`src/rtl/lpm_fifo_wr_arbiter.sv`:
```
// lpm_fifo_wr_arbiter
// Round-robin arbiter that shares the write port of one single-clock LPM FIFO
// among num_req producers. Writes are throttled from usedw_in/fifo_full so the
// FIFO never overflows.
// Optional feature macro: LPM_FIFO_ARB_BURST_EN
//   defined   : a grant covers a burst of up to max_burst words
//   undefined : every accepted word ends the grant (word-level round-robin)
module lpm_fifo_wr_arbiter #(
  parameter int lpm_width    = 32,
  parameter int lpm_widthad  = 4,
  parameter int lpm_numwords = 16,
  parameter int num_req      = 4,
  parameter int max_burst    = 4
) (
  input  logic                         clock,
  input  logic                         sclr,
  input  logic [num_req-1:0]           req,
  input  logic [num_req*lpm_width-1:0] data_in,
  output logic [num_req-1:0]           ack,
  output logic [num_req-1:0]           grant,
  input  logic [lpm_widthad-1:0]       usedw_in,
  input  logic                         fifo_full,
  output logic                         wrreq,
  output logic [lpm_width-1:0]         data
);

  localparam int PTR_W = (num_req > 1) ? $clog2(num_req) : 1;

`ifdef LPM_FIFO_ARB_BURST_EN
  localparam int EFF_BURST = max_burst;
`else
  localparam int EFF_BURST = 1;
`endif

  localparam int CNT_W = (EFF_BURST > 1) ? $clog2(EFF_BURST) : 1;

  localparam logic [CNT_W-1:0]       LAST_CNT = CNT_W'(EFF_BURST - 1);
  localparam logic [PTR_W-1:0]       LAST_REQ = PTR_W'(num_req - 1);
  localparam logic [lpm_widthad:0]   DEPTH    = (lpm_widthad + 1)'(lpm_numwords);
  localparam logic [num_req-1:0]     ONE      = num_req'(1);

  localparam logic [0:0] IDLE  = 1'b0;
  localparam logic [0:0] BURST = 1'b1;

  logic [0:0]           state;
  logic [PTR_W-1:0]     ptr;
  logic [PTR_W-1:0]     owner;
  logic [CNT_W-1:0]     cnt;

  logic [lpm_widthad:0] used_sum;
  logic                 space;
  logic                 owner_req;
  logic                 accept;
  logic                 burst_end;
  logic [PTR_W-1:0]     next_ptr;
  logic [lpm_width-1:0] sel_word;

  logic                 pick_valid;
  logic [PTR_W-1:0]     pick_idx;
  logic [PTR_W-1:0]     cand;
  int                   cand_int;

  // The word already registered in wrreq is not yet visible in usedw_in, so it
  // is counted here; FIFO reads are ignored, which can only under-estimate room.
  always_comb begin
    used_sum = {1'b0, usedw_in} + {{lpm_widthad{1'b0}}, wrreq};
    space    = !fifo_full && (used_sum < DEPTH);
  end

  // Round-robin search: first requesting index at or above ptr, wrapping round.
  // Walking the offsets downward lets the smallest offset win.
  always_comb begin
    pick_valid = 1'b0;
    pick_idx   = '0;
    cand       = '0;
    cand_int   = 0;
    for (int k = num_req - 1; k >= 0; k--) begin
      cand_int = int'(ptr) + k;
      if (cand_int >= num_req) begin
        cand_int = cand_int - num_req;
      end
      cand = PTR_W'(cand_int);
      if (req[cand]) begin
        pick_valid = 1'b1;
        pick_idx   = cand;
      end
    end
  end

  // Burst-owner handshake: only the owner can be acknowledged, never during
  // reset, and only while the FIFO provably has room for the word.
  always_comb begin
    owner_req = req[owner];
    accept    = (state == BURST) && !sclr && owner_req && space;
    ack       = accept ? (ONE << owner) : '0;
    burst_end = !owner_req || (accept && (cnt == LAST_CNT));
    next_ptr  = (owner == LAST_REQ) ? '0 : owner + 1'b1;
    sel_word  = data_in[owner*lpm_width +: lpm_width];
  end

  // Arbitration state, burst bookkeeping and the registered FIFO write port.
  always_ff @(posedge clock) begin
    if (sclr) begin
      state <= IDLE;
      grant <= '0;
      ptr   <= '0;
      owner <= '0;
      cnt   <= '0;
      wrreq <= 1'b0;
      data  <= '0;
    end else begin
      case (state)
        IDLE: begin
          wrreq <= 1'b0;
          if (pick_valid) begin
            grant <= ONE << pick_idx;
            owner <= pick_idx;
            cnt   <= '0;
            state <= BURST;
          end
        end
        BURST: begin
          if (accept) begin
            wrreq <= 1'b1;
            data  <= sel_word;
            cnt   <= cnt + 1'b1;
          end else begin
            wrreq <= 1'b0;
          end
          if (burst_end) begin
            state <= IDLE;
            grant <= '0;
            ptr   <= next_ptr;
          end
        end
        default: begin
          state <= IDLE;
          wrreq <= 1'b0;
        end
      endcase
    end
  end

endmodule

```
`config.mk`:
```
export PLATFORM = sky130hd
export DESIGN_NAME = lpm_fifo_wr_arbiter
export DESIGN_NICKNAME = d
export VERILOG_FILES = /design/src/rtl/lpm_fifo_wr_arbiter.sv
export SDC_FILE = /design/constraint.sdc
export NUM_CORES = 1
export LEC_CHECK = 0
export CAP_MARGIN = 20
export CELL_PAD_IN_SITES_DETAIL_PLACEMENT = 2
export CELL_PAD_IN_SITES_GLOBAL_PLACEMENT = 2
export CORE_MARGIN = 1.5
export CORE_UTILIZATION = 18
export CTS_CLUSTER_DIAMETER = 200
export DETAILED_ROUTE_END_ITERATION = 8
export GPL_ROUTABILITY_DRIVEN = 0
export GPL_TIMING_DRIVEN = 1
export PLACE_DENSITY_LB_ADDON = 0.2
export RECOVER_POWER = 100
export SKIP_LAST_GASP = 1
export SYNTH_ARGS = -nofsm -noshare
export SYNTH_HDL_FRONTEND = slang
export SYNTH_SLANG_ARGS = --single-unit
```
`constraint.sdc`:
```
create_clock -name clock -period 1.9 [get_ports clock]
set_clock_uncertainty 0.15 [all_clocks]
set_input_delay 0.285 -clock clock [delete_from_list [all_inputs] [get_ports clock]]
set_output_delay 0.285 -clock clock [all_outputs]
set_load 0.05 [all_outputs]
```
==> results.json <==
{
  "cts_buffer_depth": 2,
  "core_mm2": 0.01448,
  "period_minus_slack_ns": 2.091,
  "wl_per_cell_um": 18.44,
  "ant_nets": 0,
  "synth_fp_nets": 375,
  "grt_pass1_wl_um": 17580,
  "synth_area_per_cell_um2": 11.48,
  "instances_no_fill": 608,
  "worstPathRequired_ns": 1.46,
  "syn2layout_area_growth_pct": 82.90,
  "status": "complete, but fails checks",
  "ys_warn_count": 0,
  "syn_inst": 232,
  "cts.sinks": 43,
  "fin_ws_ns": -0.1912,
  "setup_tns_ns": -2.776,
  "power.leakage_nw": 1.873,
  "power_mw": 2.805,
  "die_h_um": 124.7,
  "period_share_pct": 110.1,
  "num_rows": 44,
  "slew_viol_final": 0,
  "initial_core_util_pct": 18.40,
  "p_int_mw": 2.001,
  "routed_wl_um": 11210,
  "dr.pass1.iters": 4,
  "timing.max_cap.violations": 0,
  "dp_hpwl_um": 8876,
  "drc": 0,
  "cts_hold_buffers": 0,
  "grt_pass1_vias": 3142,
  "postPlaceCellArea_mm2": 0.004821,
  "p_switching_uw": 804.3,
  "dp.cells": 596,
  "synth_cell_types": 41,
  "via_count": 2804,
  "worst_pin_slew_ns": 0.6589,
  "irDropWorstVdd_uv": 263.3,
  "ios": 180,
  "fin_hold_ws_ns": 0.3237,
  "clkLatencyLatePin_ns": 0.28,
  "ys_ff_latch": 43,
  "setup_viol": 36,
  "finish.utilization_pct": 33.65,
  "first_iter_violations": 73,
  "crit_type": "reg -> out",
  "violations": "setup timing",
  "synthesis.area_mm2": 0.002664,
  "dieArea_mm2": 0.01554,
  "comb_power_share_pct": 34.1,
  "port_buffers": 179,
  "critPathMaxFanout": 5,
  "via_per_inst": 4.612,
  "track_usage_pct": 14.40,
  "min_from": "data[31]",
  "fmax_mhz": 478.2,
  "min_path_type": "reg -> reg",
  "rsz0062_at_grt": "yes",
  "relSlewSlack_pct": 56.26,
  "die_w_um": 124.7,
  "n_antenna_cell": 0,
  "grt_overflow": 0,
  "cts_buffers": 5,
  "hold_violations": 0,
  "end_kind": "primary output",
  "antenna_found_initial": 0,
  "cts_root_buffer": "clkbuf_16",
  "htreeDepth": 2,
  "design_area_mm2": 0.004872,
  "critPathLaunchType": "register",
  "cts_tree": "built",
  "post-place-ws_ns": -0.4102,
  "pwr-share-clk_pct": 30.9,
  "clkSlewWorstSetupHoldPaths_ns": 0.06,
  "timing.rr.start": "owner[1]",
  "seq_area_frac_synth_pct": 32.32,
  "drive_gt1_share_pct": 20.28,
  "power_density_mw_per_mm2": 575.7,
  "seq_power_share_pct": 35.0,
  "startpoint": "owner[1]",
  "arrival_ns": 1.66,
  "power_switching_share_pct": 28.67,
  "grt_max_degree": 22,
  "nNetsFinal": 567
}
==> per-layer routing <==
metal  vias to the layer above  track usage [%]  wire length (µm)
met5                         -                0                 0
met2                       108            24.60              5431
met3                        10            3.823               686
li1                       1306                -                 -
met4                         0            3.381               144
met1                      1380            18.08              4951
==> area by class of cell <==
type	instances	area [µm²]
fill	1581	9607
sequential	43	869.6
tap	184	230.2
timing repair buffer	209	1927
inverter	10	37.54
multi-input combinational	155	1664
clock buffer	6	138.9
clock inverter	1	5.005
==> Yosys cell counts, drive strengths merged <==
| cell | number | area, µm² |
|---|---|---|
| or4 | 1 | 7.510 |
| nand4 | 1 | 6.260 |
| nor4 | 1 | 6.260 |
| a21oi | 3 | 15.01 |
| o21ai | 3 | 15.01 |
| a31o | 32 | 280.3 |
| or2 | 1 | 6.260 |
| mux2i | 2 | 20.02 |
| o22ai | 4 | 25.02 |
| a211o | 1 | 8.760 |
| nor2 | 4 | 15.01 |
| inv | 10 | 37.54 |
| nand2 | 5 | 26.27 |
| o2111ai | 1 | 8.760 |
| ha | 4 | 50.05 |
| mux2 | 1 | 11.26 |
| and4 | 1 | 8.760 |
| o221ai | 1 | 8.760 |
| or3 | 1 | 6.260 |
| o21a | 1 | 7.510 |
| a2111oi | 2 | 17.52 |
| mux4 | 33 | 743.2 |
| o41a | 1 | 11.26 |
| and3 | 36 | 225.2 |
| nor2b | 2 | 12.51 |
| a21o | 1 | 7.510 |
| and2 | 3 | 21.27 |
| dfxtp | 43 | 860.8 |
| nand2b | 2 | 12.51 |
| nand3 | 3 | 15.01 |
| nor3 | 2 | 10.01 |
| a211oi | 1 | 12.51 |
| o21bai | 1 | 7.510 |
| buf | 11 | 87.58 |
| clkbuf | 13 | 48.80 |
==> state kept, by name, indices dropped and copies added, names as in the netlist <==
name	count
ptr	2
owner	2
grant	4
data	32
cnt	1
wrreq	1
state	1
==> power groups by stage <==
stage          clock [mW]  sequential (mW)  combinational (mW)
6_report            0.868            0.982               0.955
3_5_place_dp            0             1.01               0.985
3_3_place_gp            0             1.00               0.970
2_1_floorplan           0             1.12               0.365
4_1_cts             0.900            0.984                1.00
5_1_grt             0.941            0.990                1.03
==> final timing paths <==
path               to  slack (ns)  depth (start not counted)
max            ack[1]       -0.19                          4
min          data[31]        0.32                          1
max reg2reg  data[21]       -0.08                          6
min reg2reg  data[31]        0.32                          1
==> critical path, cell delays in order (launching register included) <==
cell and delay, ns:
dfxtp_4 0.36, mux4_2 0.52, and2_4 0.18, and3_4 0.18
buf_12 0.14
==> logic make-up (layout without fill, tap and decap cells) <==
logic type / count (synthesis) / after routing / synth area share (%)
multiplexers: 36 / 36 / 29.07
buffers and inverters: 34 / 226 / 6.529
flip-flops: 43 / 43 / 32.32
AO/OA/AOI/OAI: 52 / 52 / 15.97
adder cells (fa/ha/maj): 4 / 4 / 1.879
AND/OR/NAND/NOR: 63 / 63 / 14.23
==> placed cells by master, fill, tap and decap left out, types with 2 or more instances in the layout <==
master / n
clkdlybuf4s50_1: 132
dfxtp_1: 40
clkbuf_1: 39
mux4_2: 33
a31o_1: 32
and3_1: 31
buf_4: 17
buf_12: 11
inv_1: 8
clkbuf_16: 6
dlygate4sd2_1: 6
and3_4: 5
nor2_1: 4
o22ai_1: 4
nand2_1: 4
ha_1: 4
a21oi_1: 3
nand3_1: 3
buf_6: 3
inv_2: 2
a2111oi_0: 2
mux2i_1: 2
and2_1: 2
nand2b_1: 2
nor2b_1: 2
o21ai_1: 2
nor3_1: 2
dfxtp_4: 2
==> timing repair <==
action,CTS,global route
cloned,0,1
setup buffers,5,0
pin swaps,4,2
resized for setup,10,1
setup endpoints to repair,40,37
endpoints found under the hold margin,0,0
(Power assumes the default switching activity.)
